==> config.mk <==
export PLATFORM = sky130hd
export DESIGN_NAME = datapath_sequencer
export DESIGN_NICKNAME = d
export VERILOG_FILES = /design/src/rtl/datapath_sequencer.sv
export SDC_FILE = /design/constraint.sdc
export NUM_CORES = 1
export LEC_CHECK = 0
export BUFFER_PORTS_ARGS = -buffer_cell sky130_fd_sc_hd__buf_2
export CORE_MARGIN = 4
export CORE_UTILIZATION = 54
export CTS_CLUSTER_DIAMETER = 200
export DETAILED_ROUTE_END_ITERATION = 8
export PLACE_DENSITY = 0.81
export SYNTH_ARGS = -nofsm -noshare
export SYNTH_HDL_FRONTEND = slang
export SYNTH_SLANG_ARGS = --single-unit
export TNS_END_PERCENT = 10
==> constraint.sdc <==
create_clock -name clk -period 4.65 [get_ports clk]
set_clock_uncertainty 0.1 [all_clocks]
set_input_delay 0.93 -clock clk [delete_from_list [all_inputs] [get_ports clk]]
set_output_delay 0.93 -clock clk [all_outputs]
set_load 0.005 [all_outputs]
==> src/rtl/datapath_sequencer.sv <==
// Multi-cycle control sequencer for a single-issue RV32I subset (add, sub, addi, bne).
// Fetches over a req/valid handshake, drives the datapath controls and owns pc, retire count and trap.
module datapath_sequencer #(
  parameter int                    DATA_WIDTH    = 32,
  parameter int                    ADDRESS_WIDTH = 5,
  parameter logic [DATA_WIDTH-1:0] RESET_PC      = '0
) (
  input  logic                     clk,
  input  logic                     rst,
  input  logic                     en,
  output logic                     imem_req,
  output logic [DATA_WIDTH-1:0]    imem_addr,
  input  logic                     imem_valid,
  input  logic [DATA_WIDTH-1:0]    imem_data,
  input  logic                     eq,
  output logic [ADDRESS_WIDTH-1:0] rs1,
  output logic [ADDRESS_WIDTH-1:0] rs2,
  output logic [ADDRESS_WIDTH-1:0] rd,
  output logic                     RegWrite,
  output logic                     ALUsrc,
  output logic                     ALUctrl,
  output logic [DATA_WIDTH-1:0]    ImmOp,
  output logic [DATA_WIDTH-1:0]    pc,
  output logic                     retired,
  output logic [31:0]              instr_count,
  output logic                     halt
);

  typedef enum logic [2:0] {
    S_IDLE    = 3'd0,
    S_FETCH   = 3'd1,
    S_DECODE  = 3'd2,
    S_EXECUTE = 3'd3,
    S_TRAP    = 3'd4
  } state_t;

  localparam logic [6:0] OP_RTYPE  = 7'b0110011;
  localparam logic [6:0] OP_IMM    = 7'b0010011;
  localparam logic [6:0] OP_BRANCH = 7'b1100011;

  state_t                  state_q, state_d;
  logic [DATA_WIDTH-1:0]   pc_q, pc_d;
  logic [DATA_WIDTH-1:0]   instr_q, instr_d;
  logic [31:0]             count_q, count_d;

  logic [6:0]              opcode;
  logic [2:0]              funct3;
  logic [6:0]              funct7;
  logic                    is_rtype, is_addi, is_bne, supported;
  logic signed [DATA_WIDTH-1:0] imm_i, imm_b, imm_sel;

  function automatic logic signed [DATA_WIDTH-1:0] sext_i(input logic [DATA_WIDTH-1:0] ins);
    return {{(DATA_WIDTH-12){ins[31]}}, ins[31:20]};
  endfunction

  function automatic logic signed [DATA_WIDTH-1:0] sext_b(input logic [DATA_WIDTH-1:0] ins);
    return {{(DATA_WIDTH-13){ins[31]}}, ins[31], ins[7], ins[30:25], ins[11:8], 1'b0};
  endfunction

  // Decode is purely combinational from the latched instruction word.
  always_comb begin
    opcode    = instr_q[6:0];
    funct3    = instr_q[14:12];
    funct7    = instr_q[31:25];
    is_rtype  = (opcode == OP_RTYPE) && (funct3 == 3'b000) &&
                ((funct7 == 7'b0000000) || (funct7 == 7'b0100000));
    is_addi   = (opcode == OP_IMM) && (funct3 == 3'b000);
    is_bne    = (opcode == OP_BRANCH) && (funct3 == 3'b001);
    supported = is_rtype || is_addi || is_bne;
    imm_i     = sext_i(instr_q);
    imm_b     = sext_b(instr_q);
    imm_sel   = is_bne ? imm_b : imm_i;
  end

  always_ff @(posedge clk or posedge rst) begin
    if (rst) begin
      state_q <= S_IDLE;
      pc_q    <= RESET_PC;
      instr_q <= '0;
      count_q <= '0;
    end else begin
      state_q <= state_d;
      pc_q    <= pc_d;
      instr_q <= instr_d;
      count_q <= count_d;
    end
  end

  always_comb begin
    state_d = state_q;
    pc_d    = pc_q;
    instr_d = instr_q;
    count_d = count_q;
    unique case (state_q)
      S_IDLE: begin
        if (en) state_d = S_FETCH;
      end
      S_FETCH: begin
        if (imem_valid) begin
          instr_d = imem_data;
          state_d = S_DECODE;
        end
      end
      S_DECODE: begin
        state_d = supported ? S_EXECUTE : S_TRAP;
      end
      S_EXECUTE: begin
        // Only a not-taken-equal bne redirects; everything else falls through.
        if (is_bne && !eq) pc_d = pc_q + $unsigned(imm_b);
        else               pc_d = pc_q + DATA_WIDTH'(4);
        count_d = count_q + 32'd1;
        state_d = en ? S_FETCH : S_IDLE;
      end
      S_TRAP: begin
        state_d = S_TRAP;
      end
      default: begin
        state_d = S_IDLE;
      end
    endcase
  end

  always_comb begin
    imem_req    = (state_q == S_FETCH);
    imem_addr   = pc_q;
    retired     = (state_q == S_EXECUTE);
    RegWrite    = (state_q == S_EXECUTE) && (is_rtype || is_addi) &&
                  (instr_q[11:7] != 5'd0);
    halt        = (state_q == S_TRAP);
    ALUsrc      = is_addi;
    ALUctrl     = is_bne || (is_rtype && funct7[5]);
    ImmOp       = $unsigned(imm_sel);
    rs1         = ADDRESS_WIDTH'(instr_q[19:15]);
    rs2         = ADDRESS_WIDTH'(instr_q[24:20]);
    rd          = ADDRESS_WIDTH'(instr_q[11:7]);
    pc          = pc_q;
    instr_count = count_q;
  end

endmodule
Word-level counts from Yosys, hierarchy flattened
Index checks and enable logic that the tools add are counted.

Flip-flop bits (word level): 99. Bits in latches: 0. Memory bits (writable): 0. Bits in read-only memories: 0. Output and inout bits: 149. Logic and storage cells: 44. Memories kept: 0.

Add/sub/neg operators: 3. $mul: 0. Div/mod/pow operators: 0. Order comparisons: 0. Equality and inequality tests: 11. Shift-type cells: 0. Muxes and demuxes: 7. Bitwise operators: 0. Reductions and logical operators: 19.

Operators by type and width (count): adder 32 x 1 -> 32 bit (second input constant) (1); adder 32 x 3 -> 32 bit (second input constant) (1); adder 32 bit (1); 2-to-1 mux 32 bit (1); case mux 3 bit (5 select lines) (1); equality test 7 x 6 -> 1 bit (second input constant) (2); 2-to-1 mux 12 bit (1); 2-to-1 mux 3 bit (3); logical AND 1 bit (8); equality test 7 x 5 -> 1 bit (second input constant) (1); equality test 7 bit (second input constant) (1); zero test 7 bit (1); equality test 3 x 1 -> 1 bit (second input constant) (2); equality test 3 x 2 -> 1 bit (second input constant) (2); zero test 3 bit (2); nonzero test 5 bit (1); logical OR 1 bit (4); AND reduction 2 bit (2); equality test 3 bit (second input constant) (1); inequality test 2 x 1 -> 1 bit (second input constant) (1); inequality test 2 bit (second input constant) (1); zero test 1 bit (1); 2-to-1 mux 1 bit (1).

Logic depth before layout (Yosys ltp)
Word-level depth: 7. Gate-level depth with buffers: 11. Gate-level depth less buffers: 11.

Worst setup path after synthesis
OpenSTA, ideal clock, no wires.

Path type: register to register. Start: reg instr_q[31]. End: reg pc_q[27] (netlist: imem_addr[27]). Library setup time: 77 ps. Arrival time: 3050 ps. Required time: 4473 ps. Setup slack: 1423 ps. Cell stages (with the launch flop): 11. Buffers on the path: 1. Clock period less this slack: 3227 ps. Cells stage by stage: dfrtp_1 > ha_1 > buf_2 > a21oi_1 > o211ai_1 > or2_2 > o221ai_2 > o21ai_2 > a21oi_1 > mux2_2 > a21oi_1.

Cells in the longest elaborated chain, start to end: 2.

RTL lines: from (decl) (line 43) `logic [DATA_WIDTH-1:0] instr_q, instr_d;`; from (signal assigned) (line 84) `instr_q <= instr_d;`; adder 32 bit (line 109) `if (is_bne && !eq) pc_d = pc_q + $unsigned(imm_b);`; 2-to-1 mux 32 bit (line 109); to (signal assigned) (line 83) `pc_q <= pc_d;`; to (decl) (line 42) `logic [DATA_WIDTH-1:0] pc_q, pc_d;`.

Every way passes these cells. A chain may end at the register's enable or synchronous reset.

Final worst setup path
Start: reg instr_q[3]. End: out ImmOp[3].

Cells in the longest elaborated chain, start to end: 3.

RTL lines: equality test 7 bit (line 68) `is_bne = (opcode == OP_BRANCH) && (funct3 == 3'b001);`; logical AND 1 bit (line 68); 2-to-1 mux 12 bit (line 72) `imm_sel = is_bne ? imm_b : imm_i;`; to (decl) (line 22) `output logic [DATA_WIDTH-1:0] ImmOp,`.

Every way passes these cells.

==> results.cfg <==
[timing]
fmax_mhz = 313
slew_headroom = 0.383
slew_violations = 0
setup_viol = 0
tightestPinTransition_ps = 926
rsz0062_at_grt = false
fin_setup_tns_ps = 0
finalHoldViolCount = 0
period_needed_ps = 3190
period_share = 0.686

[pwr]
peakVddDrop_mv = 0.231
powerDensity_mw_per_mm2 = 215
p_leak_uw = 0.00403

[floorplanning]
fp-row-count = 41
fp.dieH_um = 122
io_pins = 186
core_mm2 = 0.0127
start_util = 0.556
die_area_mm2 = 0.0150
die_x_um = 122

[logic_synthesis]
yosys_register_bits = 98
syn_avg_cell_area_um2 = 8.99
ys.flop_type = dfrtp_1
postSynthCellCount = 786
ys_seq_area_frac = 0.347
synthArstFlopShare = 1.00
syn_area_mm2 = 0.00707
synth_enable_flop_cells = 0
ys_types = 80
yosys_warnings = 0

[worst_setup_path]
path_cells = nor4_1, nand4_1, mux2_2, buf_2
cp.required_ps = 3620
cp-end-kind = primary output
critPathBufInv = 1
crit_path_start_kind = flop
reg2reg_from = instr_q[31]
crit_family = simple AND/OR/NAND/NOR gates
reg2reg_depth = 10
max_stage_delay_ps = 480
crit_type = reg -> out
crit_cells = 4
critPathMaxFanout = 12
worstPathArrival_ps = 2160
crit_slowest_cell = nand4_1
crit_path_start = instr_q[3]

[run_status]
status = completed

[global_route]
grt_pass1_vias = 5819
grt_first_pass_wirelength_um = 29300
track_usage = 0.242
antenna_found_initial = 0
grt_max_degree = 74
overflow = 0

[placement]
post_dp_cell_area_mm2 = 0.00760
place.detailed.hpwl_um = 13500
io_buffers = 183
dp.cells = 1047
gp_congestion = 0.921

[routing]
wl_per_cell_um = 17.3
vias = 6314
viasPerCell = 5.94
wl_um = 18400
drtIter0Drc = 472
drc = 0
ant_nets = 0
drt-pass1-iter-count = 5

[cells_and_area]
antenna_cells = 0
area_growth_pct = 11.5
final_cells = 1063
drive_above_1_share = 0.306
design_area_mm2 = 0.00789
nets = 956

[clocking]
cts_num_sinks = 98
root_buffer = clkbuf_16
path_clk_slew_ps = 70
postCtsSetupBuffers = 0
cts_hold_buf = 0
cts.htree.levels = 3
worstSkewPairLatency_ps = 360
cts_buffer_depth = 2
cts_buffers = 9
cts_tree = built
cts_resized = 0

[flow_run]
drv_cap = 0

[hold_path]
hold_path_startpoint = instr_count[31]
hold_depth = 1
min_path_type = reg -> reg
==> logic make-up after synthesis <==
group	after synthesis	synth area share
buffers and inverters	126	0.107
xor gates and xnor gates	47	0.0582
DFF	98	0.347
other	1	0.000530
and+or+nand+nor	243	0.184
muxes	40	0.0630
adders and majority gates	33	0.0595
AOI/OAI and AO/OA	198	0.181
==> synthesized netlist by cell type (all sizes together), types with 20 or more instances <==
master	n	area share
nand3	32	0.023
o21ai	40	0.029
inv	23	0.012
ha	32	0.057
dfrtp	98	0.35
nand2	57	0.031
clkbuf	24	0.013
nor2	57	0.032
nand4	20	0.022
xnor2	32	0.040
mux2	36	0.057
buf	79	0.082
a21oi	63	0.045
==> routing by layer <==
layer,track usage,vias to the layer above,part of all wire
met3,0.0498,26,0.080
met1,0.328,3040,0.42
met2,0.394,262,0.48
li1,-,2986,-
met4,0.0686,0,0.016
met5,0,-,0
==> registers in the layout, summed over array words and instances (netlist names) <==
register,count
instr_count,32
instr_q,32
imem_addr,31
state_q,3
==> placed cells by master (no fill, tap or decap), drive strengths merged, types with 3 or more instances in the layout <==
cell type    n
or3          7
o21a         5
nor4         9
ha          32
nor2b        3
o22a         3
a311oi       3
o21bai       7
xnor2       32
mux2i        4
inv         27
a22o         3
o221ai       3
nor2        57
nor3        14
o41ai        3
dfrtp       98
nand4       20
a21oi       63
mux2        36
o31ai        4
or2          5
nand2       57
a221oi       3
buf        191
and3        18
a31oi       10
and2         5
or4          3
nand3       32
o22ai        5
a21o        19
o21ai       40
a211oi       8
xor2        15
o211ai       6
nand2b       4
clkbuf       9
==> final cells by class <==
cell class	instances	area [µm²]
Sequential cell	98	2450
Multi-Input combinational cell	563	3870
Timing Repair Buffer	191	976
Clock inverter	7	58.8
Clock buffer	9	225
Fill cell	1149	4840
Inverter	23	88.8
Tap cell	172	215
==> stage by stage <==
stage                     total power (µW)   util  hold WS [ps]  worst slack, ps
after global routing                  1740  0.620           390             1170
final                                 1690  0.620           364             1460
after global placement                 977  0.597           349             1530
after floorplan                        944      -           349             1060
after detailed placement               978  0.597           351             1540
after CTS                             1700  0.620           364             1440
==> where the power goes <==
part / internal [µW] / total (µW) / switching (µW)
Clock: 373 / 731 / 358
Sequential: 858 / 872 / 14.1
Combinational: 37.0 / 88.6 / 51.6
Total: 1270 / 1690 / 424
==> worst paths after layout <==
path	end	slack, ps
worst max-delay path	ImmOp[3]	1460
worst min-delay path	instr_count[31]	360
worst max register to register	imem_addr[31]	1480
worst min register to register	instr_count[31]	360
max in group asynchronous	instr_count[4]	2880
min in group asynchronous	instr_count[26]	680
Power figures use the tool's default switching activity.
